<file path="src/rtl/pwm_dac_out_if.sv">
`default_nettype none
// ---------------------------------------------------------------------------
// pwm_dac_out_if : sample valid/ready handshake into the PWM DAC output stage
// Revision: 1.0
// ---------------------------------------------------------------------------
interface pwm_dac_out_if #(
    parameter int M = 12
) ();
    logic [M-1:0] in;
    logic         in_valid;
    logic         in_ready;

    modport master (
        output in,
        output in_valid,
        input  in_ready
    );

    modport slave (
        input  in,
        input  in_valid,
        output in_ready
    );
endinterface
`default_nettype wire

</file>
<file path="src/rtl/pwm_dac_out.sv">
`default_nettype none
// ---------------------------------------------------------------------------
// pwm_dac_out : 2^M-tick PWM DAC with single-entry pending buffer, duty
// committed at period wrap. Option macro: PWM_DAC_OUT_SIGNED_IN_EN.
// Revision: 1.0
// ---------------------------------------------------------------------------
module pwm_dac_out #(
    parameter int M   = 12,
    parameter int DIV = 1
) (
    input  wire logic        clk,
    input  wire logic        rst,
    pwm_dac_out_if.slave     bus,
    output logic             pwm_out,
    output logic             period_start,
    output logic             underrun
);
    localparam logic [M-1:0] c_cnt_max = '1;

    logic         w_tick;
    logic         w_wrap;
    logic         w_accept;
    logic [M-1:0] w_in_conv;

    logic [M-1:0] r_cnt;
    logic [M-1:0] r_duty;
    logic [M-1:0] r_pend;
    logic         r_pend_full;

    generate
        if (DIV == 1) begin : g_div_bypass
            assign w_tick = 1'b1;
        end else begin : g_div_cnt
            localparam int DIV_W = $clog2(DIV);
            localparam logic [DIV_W-1:0] c_div_max = DIV_W'(DIV - 1);
            logic [DIV_W-1:0] r_div_cnt;

            always_ff @(posedge clk) begin
                if (rst) begin
                    r_div_cnt <= '0;
                end else if (r_div_cnt == c_div_max) begin
                    r_div_cnt <= '0;
                end else begin
                    r_div_cnt <= r_div_cnt + DIV_W'(1);
                end
            end

            assign w_tick = (r_div_cnt == c_div_max);
        end
    endgenerate

`ifdef PWM_DAC_OUT_SIGNED_IN_EN
    // Two's complement to offset binary: flipping the sign bit recentres 0 at mid-scale.
    assign w_in_conv = {~bus.in[M-1], bus.in[M-2:0]};
`else
    assign w_in_conv = bus.in;
`endif

    assign w_wrap       = w_tick && (r_cnt == c_cnt_max);
    assign bus.in_ready = !r_pend_full;
    assign w_accept     = bus.in_valid && !r_pend_full;

    always_ff @(posedge clk) begin
        if (rst) begin
            r_cnt        <= '0;
            r_duty       <= '0;
            r_pend       <= '0;
            r_pend_full  <= 1'b0;
            pwm_out      <= 1'b0;
            period_start <= 1'b0;
            underrun     <= 1'b0;
        end else begin
            if (w_tick) begin
                r_cnt <= r_cnt + M'(1);
            end
            pwm_out      <= (r_cnt < r_duty);
            period_start <= w_wrap;
            underrun     <= w_wrap && !r_pend_full;
            // Commit needs a full buffer and accept needs an empty one, so they never collide.
            if (w_wrap && r_pend_full) begin
                r_duty      <= r_pend;
                r_pend_full <= 1'b0;
            end else if (w_accept) begin
                r_pend      <= w_in_conv;
                r_pend_full <= 1'b1;
            end
        end
    end
endmodule
`default_nettype wire

</file>
<file path="src/flat_wrapper.sv">
// flat-port wrapper written by rule: the top's interface ports become plain ports
module pwm_dac_out_flat 
#(
    parameter int M   = 12,
    parameter int DIV = 1
)
  (clk, rst, pwm_out, period_start, underrun, bus_in, bus_in_valid, bus_in_ready);
  pwm_dac_out_if #(.M(M)) bus_i ();
  input  wire logic clk;
  input  wire logic rst;
  output logic pwm_out;
  output logic period_start;
  output logic underrun;
  input wire logic [$bits(bus_i.in)-1:0] bus_in;
  input wire logic [$bits(bus_i.in_valid)-1:0] bus_in_valid;
  output wire logic [$bits(bus_i.in_ready)-1:0] bus_in_ready;
  assign bus_i.in = bus_in;
  assign bus_i.in_valid = bus_in_valid;
  assign bus_in_ready = bus_i.in_ready;
  pwm_dac_out #(.M(M), .DIV(DIV)) u_core (.clk(clk), .rst(rst), .bus(bus_i), .pwm_out(pwm_out), .period_start(period_start), .underrun(underrun));
endmodule
</file>
<file path="config.mk">
export PLATFORM = sky130hd
export DESIGN_NAME = pwm_dac_out_flat
export DESIGN_NICKNAME = d
export VERILOG_FILES = /design/src/rtl/pwm_dac_out_if.sv /design/src/rtl/pwm_dac_out.sv /design/src/flat_wrapper.sv
export SDC_FILE = /design/constraint.sdc
export NUM_CORES = 1
export LEC_CHECK = 0
export CAP_MARGIN = 40
export CORE_MARGIN = 8
export CORE_UTILIZATION = 49
export CTS_CLUSTER_DIAMETER = 200
export DETAILED_ROUTE_END_ITERATION = 10
export PLACE_DENSITY = 0.71
export SLEW_MARGIN = 40
export SYNTH_ARGS = -nofsm -noshare
export SYNTH_HDL_FRONTEND = slang
export SYNTH_SLANG_ARGS = --single-unit
</file>
<file path="constraint.sdc">
create_clock -name clk -period 3.7 [get_ports clk]
set_input_delay 0.74 -clock clk [delete_from_list [all_inputs] [get_ports clk]]
set_output_delay 0.74 -clock clk [all_outputs]
set_load 0.01 [all_outputs]
</file>
---- Yosys cells after proc, flatten, opt, wreduce, memory -nomap -nowiden ----
Cells that the tools add are included.
cells by class
  add/sub/neg operators ................... 1
  multipliers ............................. 0
  divide/modulo/power cells ............... 0
  magnitude comparators ................... 1
  eq/ne operators ......................... 1
  shift operators ......................... 0
  mux-type cells .......................... 0
  bitwise operators ....................... 1
  reduce and logical (&&, ||, !) cells .... 6
operator list
  kind                   count
  $add 12x1->12 const B  1
  $eq 12x12->1 const B   1
  $lt 12x12->1           1
  $logic_and 1x1->1      3
  $reduce_and 2->1       1
  $reduce_or 2->1        1
  $logic_not 1->1        1
  $not 1->1              1
storage, ports and cells
  register bits after elaboration ......... 40
  bits in latches ......................... 0
  memory bits (writable) .................. 0
  bits in read-only memories .............. 0
  input port bits ......................... 15
  output and inout bits ................... 4
  memories kept ........................... 0

---- Depth between registers and ports, before layout ----
  depth after elaboration ................. 4
  mapped depth ............................ 6

---- Least setup slack after synthesis ----
OpenSTA, ideal clock, no wires.
  kind .................................... in2reg
  from .................................... in rst
  to ...................................... reg u_core.r_pend[0]
  data arrival time ....................... 1.514 ns
  data required time ...................... 3.557 ns
  path slack .............................. 2.043 ns
  cell stages on the path ................. 3
  path buffers ............................ 2
  path through ............................ clkbuf_1 > buf_1 > a21oi_1
RTL lines
  element                 RTL line            source
  start: declaration      flat_wrapper.sv:10  input wire logic rst;
  end signal: assignment  pwm_dac_out.sv:84   r_pend <= w_in_conv;
  end: declaration        pwm_dac_out.sv:27   logic [M-1:0] r_pend;
No word-level cell between the ends.

---- Worst setup path after layout ----
  from .................................... reg u_core.r_pend_full
  to ...................................... out bus_in_ready
between the ends
  word-level cells in the longest chain between the ends .. 1
RTL lines
  element                   RTL line            source
  start: declaration        pwm_dac_out.sv:28   logic r_pend_full;
  start signal: assignment  pwm_dac_out.sv:68   r_pend_full <= 1'b0;
  start signal: assignment  pwm_dac_out.sv:82   r_pend_full <= 1'b0;
  start signal: assignment  pwm_dac_out.sv:85   r_pend_full <= 1'b1;
  $logic_not 1->1           pwm_dac_out.sv:60   assign bus.in_ready = !r_pend_full;
  end: declaration          flat_wrapper.sv:16  output wire logic [$bits(bus_i.in_ready)-1:0] bus_in_ready;
Every way passes these cells.

==> results.toml <==
[yosys]
ys_seq_area_share_pct = 44.14
synth_top_area_cell = "dfxtp_1"
yosysMostFrequentCell = "nand2_1"
synth_top_family_by_area = "simple AND/OR/NAND/NOR gates"
syn-cell-area_um2 = 1814
ys_types = 32
synth_fa_ha_area_share_pct = 8.276
synth_top_area_share_pct = 44.14
synth_mux_area_share_pct = 0
ys_ff_latch = 40
syn_inst = 210
synth-edff-count = 0
synth_async_sr_flop_share_pct = 0
synth-simple-area-share_pct = 26.34
ys_warn_count = 0
synth_commonest_cells = "44 x nand2_1, 40 x dfxtp_1, 19 x a21oi_1"
syn-num-nets = 237
synth_ff_type = "dfxtp_1"
syn_avg_cell_area_um2 = 8.639
synth_compound_gate_area_share_pct = 12.34
synth-xor-area-share_pct = 3.862
synthTopCellsByArea = "dfxtp_1 44%, nand2_1 9.1%, ha_1 8.3%, a21oi_1 5.2%, a21oi_2 4.8%"

[clock_tree]
cts_resized = 0
cts_buffer_depth = 2
ctsHtreeMaxLevel = 2
cts_tree = "yes"
ctsHoldBuffers = 0
cts_made_buffers = 5
root_buffer = "clkbuf_8"
cts.clk_slew.worst_paths_ns = 0.07
post_cts_buffers = 0
clkLatencyLatePin_ns = 0.29
clkSinkCount = 40

[floorplan]
rows = 22
die_w_um = 76.85
core_area_um2 = 3606
pin_count = 19
initial_core_util_pct = 50.31
dieArea_um2 = 5906
fp.dieH_um = 76.85

[setup_path]
r2r_cells = 5
slowest_delay_ns = 0.53
start_kind = "flop"
cp_slowest_cell = "clkdlybuf4s50_1"
timing.rr.end = "u_core.r_duty[1]$_SDFFE_PP0P_"
startpoint = "u_core.r_pend_full$_SDFFE_PP0P_"
crit_arrival_ns = 1.25
crit_buf_inv = 2
critPathMaxFanout = 4
cp-end-kind = "output pin"
crit_type = "reg2out"
ff2ff_setup_slack_ns = 1.81
r2r_start = "u_core.r_cnt[0]$_SDFF_PP0_"
critical_path.top_delay_family = "buffers and inverters"
cp.required_ns = 2.96
path_cells = "inv_1 -> clkdlybuf4s50_1"

[power_and_ir_drop]
power.leakage_nw = 0.7584
switching_share_pct = 20.34
peakVddDrop_uv = 266.1
p_seq_share_pct = 50.5
internal_power_w = 0.0007101
combPwrFrac_pct = 6.3
power_switching_w = 0.0001813
p_per_area_nw_per_um2 = 413.2
finalPower_w = 0.0008914
clkPwrFrac_pct = 43.2

[timing]
worstMarginPinSlew_ns = 0.7653
hold_violations = 0
fmax_ghz = 0.5028
skew_ns = 0.003574
finalCriticalPeriod_ns = 1.989
finalCritPeriodShare_pct = 53.76
setup_viol = 0
tns_ns = 0
max-slew-margin-rel_pct = 48.88
slew_viol_final = 0
rsz0062_at_grt = "no"
whs_ns = 0.4531

[min_path]
hold_class = "reg2reg"
whs_path_depth = 2
hold_start = "u_core.r_duty[9]$_SDFFE_PP0P_"
hold-path-endpoint = "u_core.r_duty[9]$_SDFFE_PP0P_"

[global_routing]
grt_pass1_vias = 1286
groute.usage.overall_pct = 12.09
globalRoute.totalOverflow = 0
grt_pass1_wl_um = 5802
grt_max_degree = 26
antenna_found_initial = 0

[placement]
port_buffers = 18
dpl_cell_area_um2 = 2031
dp_hpwl_um = 2344
gp_congestion = 0.7488

[route]
route.detailed.drc = 0
routed_wl_um = 3250
ant_nets = 0
routed_via_density = 4.888
drt-pass1-iter-count = 4
wl_per_cell_um = 11.69
drtIter0Drc = 69
vias = 1359

[cells_and_area]
nets = 256
drive_gt1_share_pct = 15.65
synthToLayoutAreaGrowth_pct = 18.90
multiInputGateArea_um2 = 922.1
antenna_cells = 0
register_area_um2 = 800.8
n_fill_cell = 321
finish.utilization_pct = 59.82
final_area_um2 = 2157

[run_status]
outcome = "finished clean"

[flow_run]
drv_cap = 0
-- placed cells by master (no fill, tap or decap), types with 3 or more instances in the layout --
cell type / count
clkbuf_8: 7
a21oi_2: 10
xnor2_1: 7
inv_1: 14
nand4_1: 3
a21oi_1: 19
nand2_2: 10
nor3_1: 6
ha_1: 12
nand3_1: 3
nor2_1: 13
clkdlybuf4s50_1: 18
dfxtp_1: 40
nand2_1: 44
-- flip-flops by register name, summed over array words and instances, names as in the netlist --
signal	cells
u_core.underrun	1
u_core.r_cnt	12
u_core.r_pend	12
u_core.r_pend_full	1
u_core.pwm_out	1
u_core.r_duty	12
u_core.period_start	1
-- stage by stage --
step | instances | setup slack (ns)
floorplan | 210 | 2.043
global placement | 270 | 1.493
detailed placement | 270 | 1.418
CTS | 278 | 1.699
global route | 278 | 1.585
finish | 278 | 1.711
-- cells by family after synthesis --
| group | after synthesis |
|---|---|
| fa+ha+maj | 12 |
| buf+inv | 22 |
| flops | 40 |
| simple gates | 93 |
| compound gates | 35 |
| xor+xnor | 8 |
-- power groups by stage --
stage | registers (W) | clock network (W) | logic [W]
after floorplan | 0.000459 | 0 | 0.0000303
after global placement | 0.000460 | 0 | 0.0000551
after detailed placement | 0.000461 | 0 | 0.0000568
after CTS | 0.000450 | 0.000390 | 0.0000575
after global routing | 0.000452 | 0.000410 | 0.0000640
final | 0.000450 | 0.000385 | 0.0000563
-- area by class of cell --
class,count,share of cell area (%)
Sequential cell,40,37.12
Inverter,14,2.436
Timing Repair Buffer,20,9.049
Multi-Input combinational cell,148,42.75
Clock inverter,1,1.392
Tap cell,48,2.784
Clock buffer,7,4.466
-- how the worst max path moves through the flow --
stage                                         end  slack [ns]  depth (start not counted)
detailed placement  u_core.r_pend[9]$_SDFFE_PP0P_        1.42                          4
global placement    u_core.r_pend[0]$_SDFFE_PP0P_        1.49                          4
CTS                                  bus_in_ready        1.70                          2
finish                               bus_in_ready        1.71                          2
global route        u_core.r_pend[9]$_SDFFE_PP0P_        1.59                          4
floorplan           u_core.r_pend[0]$_SDFFE_PP0P_        2.04                          3
-- worst min-delay path: stages, from the launching register on --
cell	delay [ns]
dfxtp_1	0.32
nand2_2	0.06
a21oi_2	0.04
-- metal layers --
layer | global-route usage (%) | share of wire (%)
met1 | 14.87 | 49
met2 | 18.10 | 46
met3 | 4.196 | 3.5
met4 | 6.346 | 1.9
met5 | 0 | 0
Power figures use the tool's default switching activity.
==> RTL change 1: new RTL, config.mk and constraints unchanged <==
The option `PWM_DAC_OUT_SIGNED_IN_EN` is turned on by a define.
--- a/src/rtl/pwm_dac_out.sv
+++ b/src/rtl/pwm_dac_out.sv
@@ -4,6 +4,8 @@
 // committed at period wrap. Option macro: PWM_DAC_OUT_SIGNED_IN_EN.
 // Revision: 1.0
 // ---------------------------------------------------------------------------
+`define PWM_DAC_OUT_SIGNED_IN_EN
+
 module pwm_dac_out #(
     parameter int M   = 12,
     parameter int DIV = 1
Formal check against the unedited RTL: no difference found for any inputs over 10 cycles, from zero or initial values and one cycle with rst high; that may be too few to reach the edited logic, so the function may still have changed.
==> RTL change 1 against the original RTL <==
  * Power decreased by 17%
  * Largest power group unchanged
  * Register-to-register slack got worse by 0.26 ns
  * Sequential cell count unchanged
  * First-iteration DRC count decreased by 12%
  * Final cell count is 5.4% lower
  * Highest routed layer unchanged
  * Non-clock buffer count unchanged
  * Critical path type is now flop to flop
  * Critical endpoint is now u_core.r_duty[4]$_SDFFE_PP0P_
  * Cell area shrank 5.7%
  * Setup slack got worse by 0.16 ns
  * Critical path depth grew 4
  * Routed wire length up 3.0%
  * Area after synthesis shrank 3.8%
==> RTL change 1: results (changes against the original RTL) <==
metric;value;unit;change
Syn Area/Cell;8.91;µm²;was 8.64 µm²
Initial DRT Pass Iterations;4;;unchanged
reg-to-reg setup timing slack;1.55;ns;was 1.81 ns
synth top area cells;dfxtp_1 (46%), ha_1 (8.6%), mux2i_1 (6.9%), nand2_1 (6.7%), nor2_1 (5.6%);;was dfxtp_1 (44%), nand2_1 (9.1%), ha_1 (8.3%), a21oi_1 (5.2%), a21oi_2 (4.8%)
largest net degree at the start of global routing;28;;was 26
sequential fraction of the synthesis area;45.9;%;was 44.1%
first-pass GRT wire length;5820;µm;was 5800 µm
CP max FO;7;;was 4
wirelength, routed;3350;µm;was 3250 µm
worst hold path class;flop to flop;;unchanged
HP Start;u_core.r_pend[9]$_SDFFE_PP0P_;;was u_core.r_duty[9]$_SDFFE_PP0P_
Leakage;0.758;nW;about the same
Largest regs;u_core.r_cnt: 12 flops, u_core.r_duty: 12 flops, u_core.r_pend: 12 flops;;unchanged
reg2reg start;u_core.r_cnt[0]$_SDFF_PP0_;;unchanged
fillers;300;;was 321
Port Buf Inserts;18;;unchanged
proportion of layout cells with a drive suffix above 1;6.45;%;was 15.7%
async set or reset register ratio after synthesis;0;%;unchanged
Overall Global Routing Usage;13.4;%;was 12.1%
Post-synth top cells;dfxtp_1 (40), nand2_1 (31), nor2_1 (26);;was nand2_1 (44), dfxtp_1 (40), a21oi_1 (19)
clk_lat worst skew;0.36;ns;was 0.29 ns
post-CTS setup repair buffer count;0;;unchanged
outcome;finished, final reports clean;;unchanged
clock root cell;clkbuf_4;;was clkbuf_8
R2R depth;6;;was 5
post-synthesis compound-gate area fraction;7.10;%;was 12.3%
RR Endpoint;u_core.r_duty[4]$_SDFFE_PP0P_;;was u_core.r_duty[1]$_SDFFE_PP0P_
hold path depth;2;;unchanged
dpl ws;1.31;ns;was 1.42 ns
Pins Over Slew Limit;0;;unchanged
Slew @ Worst Pin;0.617;ns;was 0.765 ns
antenna violations before repair;0;;unchanged
Final #Nets;243;;was 256
hold path endpoint;u_core.r_pend[9]$_SDFFE_PP0P_;;was u_core.r_duty[9]$_SDFFE_PP0P_
post-synthesis mux area share;6.88;%;was 0%
Vias/cell;5.13;;was 4.89
Clock Tree Buf Depth;2;;unchanged
DP HPWL;2530;µm;was 2340 µm
peak supply drop;254;µV;was 266 µV
DR iter-0 viols;61;;was 69
RePlAce Congestion;0.916;;was 0.749
CP arrival;2.40;ns;was 1.25 ns
antenna cell count;0;;unchanged
synth warn;0;;unchanged
top_reg_cell synth;dfxtp_1;;unchanged
total CTS buffers;5;;unchanged
placed insts;255;;was 270
Mapped Nets;223;;was 237
Synth cell types;30;;was 32
CTS resizes;0;;unchanged
adder-cell area share of the yosys netlist;8.60;%;was 8.28%
xor/xnor share of the synthesized area;4.01;%;was 3.86%
vias;1349;;was 1,359
clk_skew;0.0166;ns;was 0.00357 ns
clock slew at reported path FFs;0.12;ns;was 0.07 ns
H-tree Lvls;2;;unchanged
==> RTL change 1: cell count changes after synthesis, sizes merged, moves of 3 or more <==
cell / change
a21oi: -14
mux2i: +12
nand2: -23
nor2: +13
xnor2: -3
xor2: +3
==> RTL change 1: layout make-up <==
cell class | instances | area [µm²] | area share [%]
Clock buffer | 6 | 51.3 | 2.52
Multi-Input combinational cell | 136 | 865 | 42.5
Sequential cell | 40 | 801 | 39.4
Inverter | 13 | 48.8 | 2.40
Timing Repair Buffer | 20 | 195 | 9.60
Clock inverter | 2 | 15.0 | 0.738
Tap cell | 46 | 57.6 | 2.83
==> RTL change 1: stage by stage <==
step                      hold slack [ns]  total power, mW  util (%)  area, µm²
after global placement              0.442            0.515      57.7       1960
after floorplan                     0.436            0.490         -       1750
after detailed placement            0.450            0.518      58.0       1960
after global routing                0.483            0.781      60.0       2030
final                               0.463            0.744      60.0       2030
after CTS                           0.466            0.747      59.9       2030
==> RTL change 1: cell families after synthesis <==
kind of cell	after synthesis
AO/OA/AOI/OAI	22
adder cells (fa/ha/maj)	12
AND/OR/NAND/NOR	82
XOR/XNOR	8
buffers and inverters	20
multiplexers	12
flip-flops	40
==> RTL change 1: worst max-delay path by stage <==
stage | from | endpoint | slack [ns] | cells after the start
2_1_floorplan | u_core.r_cnt[0]$_SDFF_PP0_ | u_core.r_duty[10]$_SDFFE_PP0P_ | 2.00 | 6
3_3_place_gp | bus_in_valid | u_core.r_pend[11]$_SDFFE_PP0P_ | 1.42 | 4
3_5_place_dp | bus_in_valid | u_core.r_pend[11]$_SDFFE_PP0P_ | 1.31 | 4
4_1_cts | u_core.r_cnt[0]$_SDFF_PP0_ | u_core.r_duty[4]$_SDFFE_PP0P_ | 1.51 | 6
5_1_grt | u_core.r_cnt[0]$_SDFF_PP0_ | u_core.r_duty[10]$_SDFFE_PP0P_ | 1.42 | 6
6_report | u_core.r_cnt[0]$_SDFF_PP0_ | u_core.r_duty[4]$_SDFFE_PP0P_ | 1.55 | 6
==> RTL change 1: critical path: stages, from the launching register on <==
cell     delay [ns]
dfxtp_1        0.42
ha_1           0.28
nand4_4        0.14
nor4_4         0.63
buf_4          0.29
mux2i_1        0.22
nor2_1         0.07
==> RTL change 1: layer usage <==
layer  track usage (%)  vias up  wire [µm]
met2              21.5       20       1590
met4              5.12        0         50
met5                 0        -          0
met3              5.13        6        150
li1                  -      693          -
met1              15.9      630       1560
==> RTL change 1: power breakdown <==
part	internal [mW]	switching, mW
sequential	0.443	0.00930
clock	0.0922	0.144
combinational	0.0295	0.0265
total	0.564	0.180
==> RTL change 2: new RTL, same settings <==
Without the edit above. Register the output `pwm_out` once more; this adds one clock of latency there. The other outputs are not delayed to match.
--- a/src/rtl/pwm_dac_out.sv
+++ b/src/rtl/pwm_dac_out.sv
@@ -16,6 +16,8 @@
     output logic             underrun
 );
     localparam logic [M-1:0] c_cnt_max = '1;
+
+    logic pwm_s0;
 
     logic         w_tick;
     logic         w_wrap;
@@ -66,14 +68,14 @@
             r_duty       <= '0;
             r_pend       <= '0;
             r_pend_full  <= 1'b0;
-            pwm_out      <= 1'b0;
+            pwm_s0       <= 1'b0;
             period_start <= 1'b0;
             underrun     <= 1'b0;
         end else begin
             if (w_tick) begin
                 r_cnt <= r_cnt + M'(1);
             end
-            pwm_out      <= (r_cnt < r_duty);
+            pwm_s0       <= (r_cnt < r_duty);
             period_start <= w_wrap;
             underrun     <= w_wrap && !r_pend_full;
             // Commit needs a full buffer and accept needs an empty one, so they never collide.
@@ -86,6 +88,10 @@
             end
         end
     end
+    always_ff @(posedge clk) begin
+        pwm_out <= pwm_s0;
+    end
+
 endmodule
 `default_nettype wire
 
Behaviour: no difference found for any inputs over 10 cycles, from zero or initial values and one cycle with rst high; that may be too few to reach the edited logic, so the function may still have changed.
==> RTL change 2 against the original RTL <==
  * Cell area shrank 0.99%
  * Routed wire length up 1.6%
  * First-iteration DRC count is 20% higher
  * Sequential cell count up 1
  * Power decreased by 10%
  * Setup slack worse by 0.025 ns
  * Critical path type unchanged
  * Via count rose by 1.9%
  * Area after synthesis increased by 1.1%
==> RTL change 2: results (changes against the original RTL) <==
metric;value;unit;change
DR iter-0 viols;83;;was 69
Avg WL per Cell;11.8;µm;was 11.7 µm
slowest stage delay, CP;0.54;ns;
vias;1385;;was 1,359
reg-to-reg setup timing slack;1.85;ns;was 1.81 ns
Final Util;58.8;%;was 59.8%
Layout Cells excl Fill;279;;was 278
GR Util met2;18.6;%;was 18.1%
H-tree Lvls;2;;unchanged
synth top area cells;dfxtp_1 (45%), nand2_1 (9.0%), ha_1 (8.2%), a21oi_1 (5.2%), a21oi_2 (4.8%);;was dfxtp_1 (44%), nand2_1 (9.1%), ha_1 (8.3%), a21oi_1 (5.2%), a21oi_2 (4.8%)
peak supply drop;222;µV;was 266 µV
placed insts;271;;was 270
hold path endpoint;u_core.pwm_out$_DFF_P_;;was u_core.r_duty[9]$_SDFFE_PP0P_
adder-cell area share of the yosys netlist;8.19;%;was 8.28%
final hold slack;0.344;ns;was 0.453 ns
HP Start;u_core.pwm_s0$_SDFF_PP0_;;was u_core.r_duty[9]$_SDFFE_PP0P_
RePlAce Congestion;0.768;;was 0.749
Rel. slew slack;53.1;%;was 48.9%
clk_skew;0.00633;ns;was 0.00357 ns
Initial DRT Pass Iterations;4;;unchanged
sequential fraction of the synthesis area;44.7;%;was 44.1%
proportion of layout cells with a drive suffix above 1;15.6;%;was 15.7%
Overall Global Routing Usage;12.1;%;about the same
first-pass GRT wire length;5890;µm;was 5800 µm
Leakage;0.748;nW;was 0.758 nW
Final #Nets;257;;was 256
met3 Use GR;3.50;%;was 4.20%
dpl ws;1.42;ns;about the same
met1 GRT Util;14.7;%;was 14.9%
Post-synth top cells;nand2_1 (44), dfxtp_1 (41), a21oi_1 (19);;was nand2_1 (44), dfxtp_1 (40), a21oi_1 (19)
top-area cell type share of the netlist area;44.7;%;was 44.1%
outcome;finished, final reports clean;;unchanged
antenna cell count;0;;unchanged
antenna violations before repair;0;;unchanged
xor/xnor share of the synthesized area;3.82;%;was 3.86%
post-route setup slack;1.69;ns;was 1.71 ns
synth warn;0;;unchanged
Placed Instance Area;2050;µm²;was 2030 µm²
fillers;360;;was 321
CP arrival;1.27;ns;was 1.25 ns
Int Pwr;0.614;mW;was 0.710 mW
vias in the first global route;1326;;was 1,286
clock root cell;clkbuf_8;;unchanged
worst hold path class;flop to flop;;unchanged
largest net degree at the start of global routing;26;;unchanged
hold path depth;0;;was 2
DP HPWL;2410;µm;was 2340 µm
Mapped Nets;238;;was 237
RR Endpoint;u_core.r_duty[9]$_SDFFE_PP0P_;;was u_core.r_duty[1]$_SDFFE_PP0P_
Post-Syn Instances;211;;was 210
top_reg_cell synth;dfxtp_1;;unchanged
post-synthesis compound-gate area fraction;12.2;%;was 12.3%
==> RTL change 2: cell type report <==
class | count | share of cell area, %
timing repair buffer | 20 | 9.14
multi-input combinational | 148 | 43.3
clock inverter | 2 | 0.469
inverter | 14 | 2.46
sequential | 41 | 38.4
tap | 48 | 2.81
clock buffer | 6 | 3.40
==> RTL change 2: routing by layer <==
layer,routed length (µm),share of wire [%]
met5,0,0
met4,71,2.2
met3,142,4.3
met2,1470,44
met1,1620,49
==> RTL change 2: power groups by stage <==
stage | Clock [mW] | Sequential (mW) | Combinational, mW
5_1_grt | 0.306 | 0.465 | 0.0631
3_5_place_dp | 0 | 0.473 | 0.0562
4_1_cts | 0.289 | 0.463 | 0.0564
2_1_floorplan | 0 | 0.471 | 0.0303
6_report | 0.281 | 0.463 | 0.0557
3_3_place_gp | 0 | 0.473 | 0.0554
==> RTL change 2: worst register-to-register path: cells and delay by family (launching register included) <==
family,cells,cell delay (ns)
flops,1,0.39
compound gates,1,0.16
simple gates,3,0.99
fa+ha+maj,1,0.25
